==> src/rtl/cpu_pkg.sv <==
// Shared CPU definitions: divider FSM state encodings and result constants.
package cpu_pkg;

  typedef enum logic [1:0] {
    DIV_IDLE  = 2'd0,
    DIV_RUN   = 2'd1,
    DIV_FIXUP = 2'd2,
    DIV_DONE  = 2'd3
  } div_state_t;

  localparam logic [31:0] DIV_ZERO_QUOT = 32'hFFFF_FFFF;

endpackage

==> src/rtl/div_step.sv <==
// One restoring-division iteration: shift {rem,quo} left, trial-subtract the divisor.
module div_step #(
  parameter int WIDTH = 32
) (
  input  logic [WIDTH-1:0] rem,
  input  logic [WIDTH-1:0] quo,
  input  logic [WIDTH-1:0] divisor_mag,
  output logic [WIDTH-1:0] next_rem,
  output logic [WIDTH-1:0] next_quo
);

  logic [WIDTH-1:0] shifted_rem_s;
  logic [WIDTH:0]   trial_s;
  logic             fits_s;

  assign shifted_rem_s = {rem[WIDTH-2:0], quo[WIDTH-1]};
  assign trial_s       = {1'b0, shifted_rem_s} - {1'b0, divisor_mag};
  // A clear top bit means the trial difference is non-negative.
  assign fits_s        = ~trial_s[WIDTH];
  assign next_rem      = fits_s ? trial_s[WIDTH-1:0] : shifted_rem_s;
  assign next_quo      = {quo[WIDTH-2:0], fits_s};

endmodule

==> src/rtl/div_unit.sv <==
// Multi-cycle signed restoring divider: quotient to zlow, remainder to zhigh.
module div_unit
  import cpu_pkg::*;
#(
  parameter int WIDTH    = 32,
  parameter int CNT_BITS = 6
) (
  input  logic             clock,
  input  logic             clear,
  input  logic             start,
  input  logic [WIDTH-1:0] dividend,
  input  logic [WIDTH-1:0] divisor,
  output logic             busy,
  output logic             done,
  output logic             div_by_zero,
  output logic [WIDTH-1:0] zlow,
  output logic [WIDTH-1:0] zhigh
);

  div_state_t           state_r;
  logic [CNT_BITS-1:0]  cnt_r;
  logic [WIDTH-1:0]     rem_r;
  logic [WIDTH-1:0]     quo_r;
  logic [WIDTH-1:0]     dmag_r;
  logic                 sign_q_r;
  logic                 sign_rem_r;
  logic [WIDTH-1:0]     next_rem_s;
  logic [WIDTH-1:0]     next_quo_s;

  function automatic logic [WIDTH-1:0] negate(input logic [WIDTH-1:0] v);
    negate = {WIDTH{1'b0}} - v;
  endfunction

  // Most negative value maps to itself, which is its correct unsigned magnitude.
  function automatic logic [WIDTH-1:0] magnitude(input logic [WIDTH-1:0] v);
    magnitude = v[WIDTH-1] ? negate(v) : v;
  endfunction

  div_step #(.WIDTH(WIDTH)) u_step (
    .rem         (rem_r),
    .quo         (quo_r),
    .divisor_mag (dmag_r),
    .next_rem    (next_rem_s),
    .next_quo    (next_quo_s)
  );

  // Divider FSM, iteration datapath and registered outputs.
  always_ff @(posedge clock or posedge clear) begin
    if (clear) begin
      state_r     <= DIV_IDLE;
      cnt_r       <= {CNT_BITS{1'b0}};
      rem_r       <= {WIDTH{1'b0}};
      quo_r       <= {WIDTH{1'b0}};
      dmag_r      <= {WIDTH{1'b0}};
      sign_q_r    <= 1'b0;
      sign_rem_r  <= 1'b0;
      busy        <= 1'b0;
      done        <= 1'b0;
      div_by_zero <= 1'b0;
      zlow        <= {WIDTH{1'b0}};
      zhigh       <= {WIDTH{1'b0}};
    end else begin
      case (state_r)
        DIV_IDLE: begin
          done <= 1'b0;
          if (start) begin
            if (divisor == {WIDTH{1'b0}}) begin
              zlow        <= DIV_ZERO_QUOT[WIDTH-1:0];
              zhigh       <= dividend;
              div_by_zero <= 1'b1;
              state_r     <= DIV_DONE;
            end else begin
              quo_r       <= magnitude(dividend);
              dmag_r      <= magnitude(divisor);
              sign_q_r    <= dividend[WIDTH-1] ^ divisor[WIDTH-1];
              sign_rem_r  <= dividend[WIDTH-1];
              rem_r       <= {WIDTH{1'b0}};
              cnt_r       <= {CNT_BITS{1'b0}};
              div_by_zero <= 1'b0;
              busy        <= 1'b1;
              state_r     <= DIV_RUN;
            end
          end else begin
            state_r <= DIV_IDLE;
          end
        end
        DIV_RUN: begin
          rem_r <= next_rem_s;
          quo_r <= next_quo_s;
          cnt_r <= cnt_r + CNT_BITS'(1);
          if (cnt_r == CNT_BITS'(WIDTH - 1)) begin
            state_r <= DIV_FIXUP;
          end else begin
            state_r <= DIV_RUN;
          end
        end
        DIV_FIXUP: begin
          zlow    <= sign_q_r ? negate(quo_r) : quo_r;
          zhigh   <= sign_rem_r ? negate(rem_r) : rem_r;
          busy    <= 1'b0;
          state_r <= DIV_DONE;
        end
        DIV_DONE: begin
          done    <= 1'b1;
          state_r <= DIV_IDLE;
        end
        default: begin
          busy    <= 1'b0;
          done    <= 1'b0;
          state_r <= DIV_IDLE;
        end
      endcase
    end
  end

endmodule

==> config.mk <==
export PLATFORM = sky130hd
export DESIGN_NAME = div_unit
export DESIGN_NICKNAME = d
export VERILOG_FILES = /design/src/rtl/cpu_pkg.sv /design/src/rtl/div_step.sv /design/src/rtl/div_unit.sv
export SDC_FILE = /design/constraint.sdc
export NUM_CORES = 1
export LEC_CHECK = 0
export BUFFER_PORTS_ARGS = -buffer_cell sky130_fd_sc_hd__buf_2
export CORE_ASPECT_RATIO = 1.1
export CORE_MARGIN = 5
export CORE_UTILIZATION = 30
export DETAILED_ROUTE_END_ITERATION = 8
export GPL_ROUTABILITY_DRIVEN = 1
export PLACE_DENSITY_LB_ADDON = 0.2
export SYNTH_ARGS = -nofsm -noshare
export SYNTH_HDL_FRONTEND = slang
export SYNTH_HIERARCHICAL = 1
export SYNTH_SLANG_ARGS = --single-unit
==> constraint.sdc <==
create_clock -name clock -period 6.4 [get_ports clock]
set_input_delay 0.32 -clock clock [delete_from_list [all_inputs] [get_ports clock]]
set_output_delay 0.32 -clock clock [all_outputs]
set_load 0.03 [all_outputs]
==> Implementation_results.wiki <==
{| class="wikitable"
! Metric !! Value
|-
| Final net count || 1668
|-
| Vias in the first global route || 10200
|-
| Violation count after the first detailed-routing iteration || 655
|-
| Ratio of total power to cell area || 490 nW/um^2
|-
| Count of pins on the block boundary || 134
|-
| Clk Latency, worst-skew pair || 0.45 ns
|-
| Final worst path period need || 3.79 ns
|-
| Number of H-tree levels || 4
|-
| Worst path setup slack after routing || 2.61 ns
|-
| Classification of the worst setup path || reg2reg
|-
| Period utilization || 0.592
|-
| Number of routed nets with antenna violations || 0
|-
| Delay of the slowest critical-path stage || 0.52 ns
|-
| Core area || 41000 sq um
|-
| Die extent in y || 223 um
|-
| Number of nets in the synthesized netlist || 1624
|-
| Clock input transition at the sequential cells of the worst setup and hold paths || 0.07 ns
|-
| Commonest non-fill, non-tap cells in the layout || nand2_1 (222), dfrtp_1 (173), o21ai_0 (145)
|-
| Number of buffers created by CTS || 17
|-
| Routed vias || 10600
|-
| Via-to-Cell Ratio || 5.05
|-
| Clock root buffer || clkbuf_16
|-
| Arrival time of the worst setup path || 4.12 ns
|-
| First-pass detailed-route iteration total || 5
|-
| Port buffer count || 133
|-
| Result of the run || completed
|-
| Maximum clock skew at final layout || 0.0155 ns
|-
| DPL Wire Length || 26500 um
|-
| Total gr overflow || 0
|-
| Final-layout fill cell count || 4385
|-
| WL/cell || 16.6 um
|-
| Number of max-slew violations in the final report || 0
|-
| Fraction of registers with async set or reset after synthesis || 1.00
|-
| Die W || 204 um
|-
| Sink Count || 173
|-
| Mean Syn Cell Area || 8.17 sq um
|-
| Cell with the largest stage delay on the worst path || dfrtp_1
|-
| Share of post-route cells with drive strength above 1 || 0.139
|-
| Worst slew pin tran || 1.07 ns
|-
| TritonCTS clock tree || built
|-
| Final core area utilization || 0.338
|-
| Final hold violation count || 0
|-
| Post-synth EDFFs || 0
|-
| Die ar. || 45400 sq um
|-
| Pre-CTS setup slack || 2.29 ns
|-
| Overall routing resource usage || 0.152
|-
| RSZ-0062 raised after global routing || false
|-
| Worst Hold Class || in2async
|-
| Max Root-Sink Buffers || 2
|-
| Post-Synthesis Cell Area || 12400 sq um
|-
| Synth unique cells || 80
|-
| Setup Viol. Count Final || 0
|-
| Syn. warnings || 6
|-
| Antenna violations before repair || 2
|-
| Synthesis-to-finish area growth || 11.9%
|-
| Crit start category || flip-flop
|-
| Reg2Reg Depth || 14
|-
| Slew margin rel. || 0.284
|-
| RePlAce Congestion || 0.803
|-
| Drt drc || 0
|-
| Crit. End Element || flip-flop
|-
| Leakage || 5.99 nW
|-
| Post-route insts no fill || 2091
|-
| Sequential-to-total area share from yosys stat || 0.350
|-
| Predominant post-synthesis flop cell || dfrtp_1
|-
| Cells along the critical path || inv_1 > ha_1 > fa_1 > nor2b_1 > o31ai_1 > a211oi_1 > nor2_2 > a31oi_2 > a311oi_4 > buf_4 > inv_2 > mux2_4 > nand3_1 > nand2_1
|-
| CTS resizes || 0
|-
| Number of standard cells after synthesis || 1514
|-
| Std cell rows || 78
|-
| Initial Util || 0.302
|-
| Required time of the worst setup path || 6.73 ns
|-
| Max Cap Violations || 0
|-
| Worst supply voltage drop on vdd || 0.222 mV
|-
| Max Clock Freq || 264 MHz
|-
| Accumulated negative setup slack || 0 ns
|-
| # hold bufs at CTS || 0
|-
| Setup fix buffers added after clock tree synthesis || 0
|-
| Wire length of the first global-routing pass || 55900 um
|-
| Maximum fanout along the worst path || 39
|-
| Final WL || 34600 um
|-
| Power Total || 6.78 mW
|-
| Maximum number of pins on one net before global-route repair || 88
|-
| Most common cell after layout, fill and taps aside || nand2_1
|-
| Register bit total from synthesis || 173
|-
| DP Cell Count || 2059
|}
-- cells in the mapped netlist, drive strengths merged (7+ instances only) --
library cell,count,share of area
clkbuf,44,0.013
xnor2,40,0.028
a211oi,16,0.011
a31oi,21,0.011
or2,10,0.0051
o21ai,147,0.060
nand2b,17,0.0086
nand3,50,0.021
nand4,9,0.0046
nor2,116,0.035
nor2b,8,0.0040
o21a,8,0.0049
xor2,99,0.070
nor4,10,0.0056
mux2,9,0.0085
nor3,25,0.011
buf,76,0.039
a21oi,98,0.040
o31ai,42,0.025
ha,42,0.042
a21o,13,0.0079
dfrtp,173,0.35
or3,23,0.012
o41ai,23,0.017
and2,7,0.0035
mux2i,27,0.022
or4,20,0.013
inv,59,0.018
nand2,222,0.067
-- area by class of cell --
cell class	instances	area (sq um)	share of cell area
diodes	1	2.50	0.000181
clock buffers	22	474	0.0342
clock inverters	9	206	0.0149
inverters	60	230	0.0166
multi-input cells	1161	7200	0.520
flip-flops and latches	173	4330	0.313
well taps	520	651	0.0470
repair buffers	145	756	0.0546
-- critical path, delay by kind of cell, from the launching register on --
family | cells | cell delay (ns)
DFF | 1 | 0.52
buffers and inverters | 3 | 0.84
and+or+nand+nor | 4 | 0.44
muxes | 1 | 0.35
AOI/OAI and AO/OA | 4 | 0.87
adders and majority gates | 2 | 0.65
-- per-stage QoR --
step / hold slack [ns] / cell area, sq um
after floorplan: 0.437 / 12400
after global placement: 0.460 / 13200
after detailed placement: 0.460 / 13200
after CTS: 0.0760 / 13800
after global routing: 0.125 / 13800
final: 0.0403 / 13800
-- cell families after synthesis --
group | share of synthesized area
buf+inv | 0.0703
fa+ha+maj | 0.0441
xor+xnor | 0.0984
mux | 0.0303
simple gates | 0.202
compound gates | 0.205
flops | 0.350
-- path summary, 6_finish.rpt --
kind                               to  slack, ns   startpoint
hold / removal               zlow[10]       0.04        clear
max in group asynchronous   dmag_r[5]       4.99        clear
hold reg to reg              zhigh[7]       0.47     zhigh[7]
min in group clock         dmag_r[31]       0.17  divisor[30]
setup reg to reg            rem_r[11]       2.61    quo_r[31]
setup / recovery            rem_r[11]       2.61    quo_r[31]
-- routing by layer --
layer / up-vias / global-route usage / routed length, um
met1: 4916 / 0.212 / 16600
met4: 2 / 0.0398 / 567
met5: - / 0 / 13
met2: 224 / 0.244 / 16000
met3: 31 / 0.0270 / 1420
li1: 5387 / - / -
-- where the power goes --
part / leakage (nW) / internal [mW] / switching (mW) / total, mW
combinational: 3.62 / 1.47 / 2.30 / 3.77
sequential: 2.05 / 1.37 / 0.425 / 1.80
clock: 0.331 / 0.765 / 0.450 / 1.21
total: 5.99 / 3.61 / 3.17 / 6.78
-- sequential cells by signal, summed over array words and instances, names as in the netlist --
signal	cells
dmag_r	32
sign_q_r	1
zlow	32
busy	1
cnt_r	6
sign_rem_r	1
done	1
quo_r	32
state_r	2
zhigh	32
rem_r	32
div_by_zero	1
Note: power is estimated with default switching activity, not from simulation.
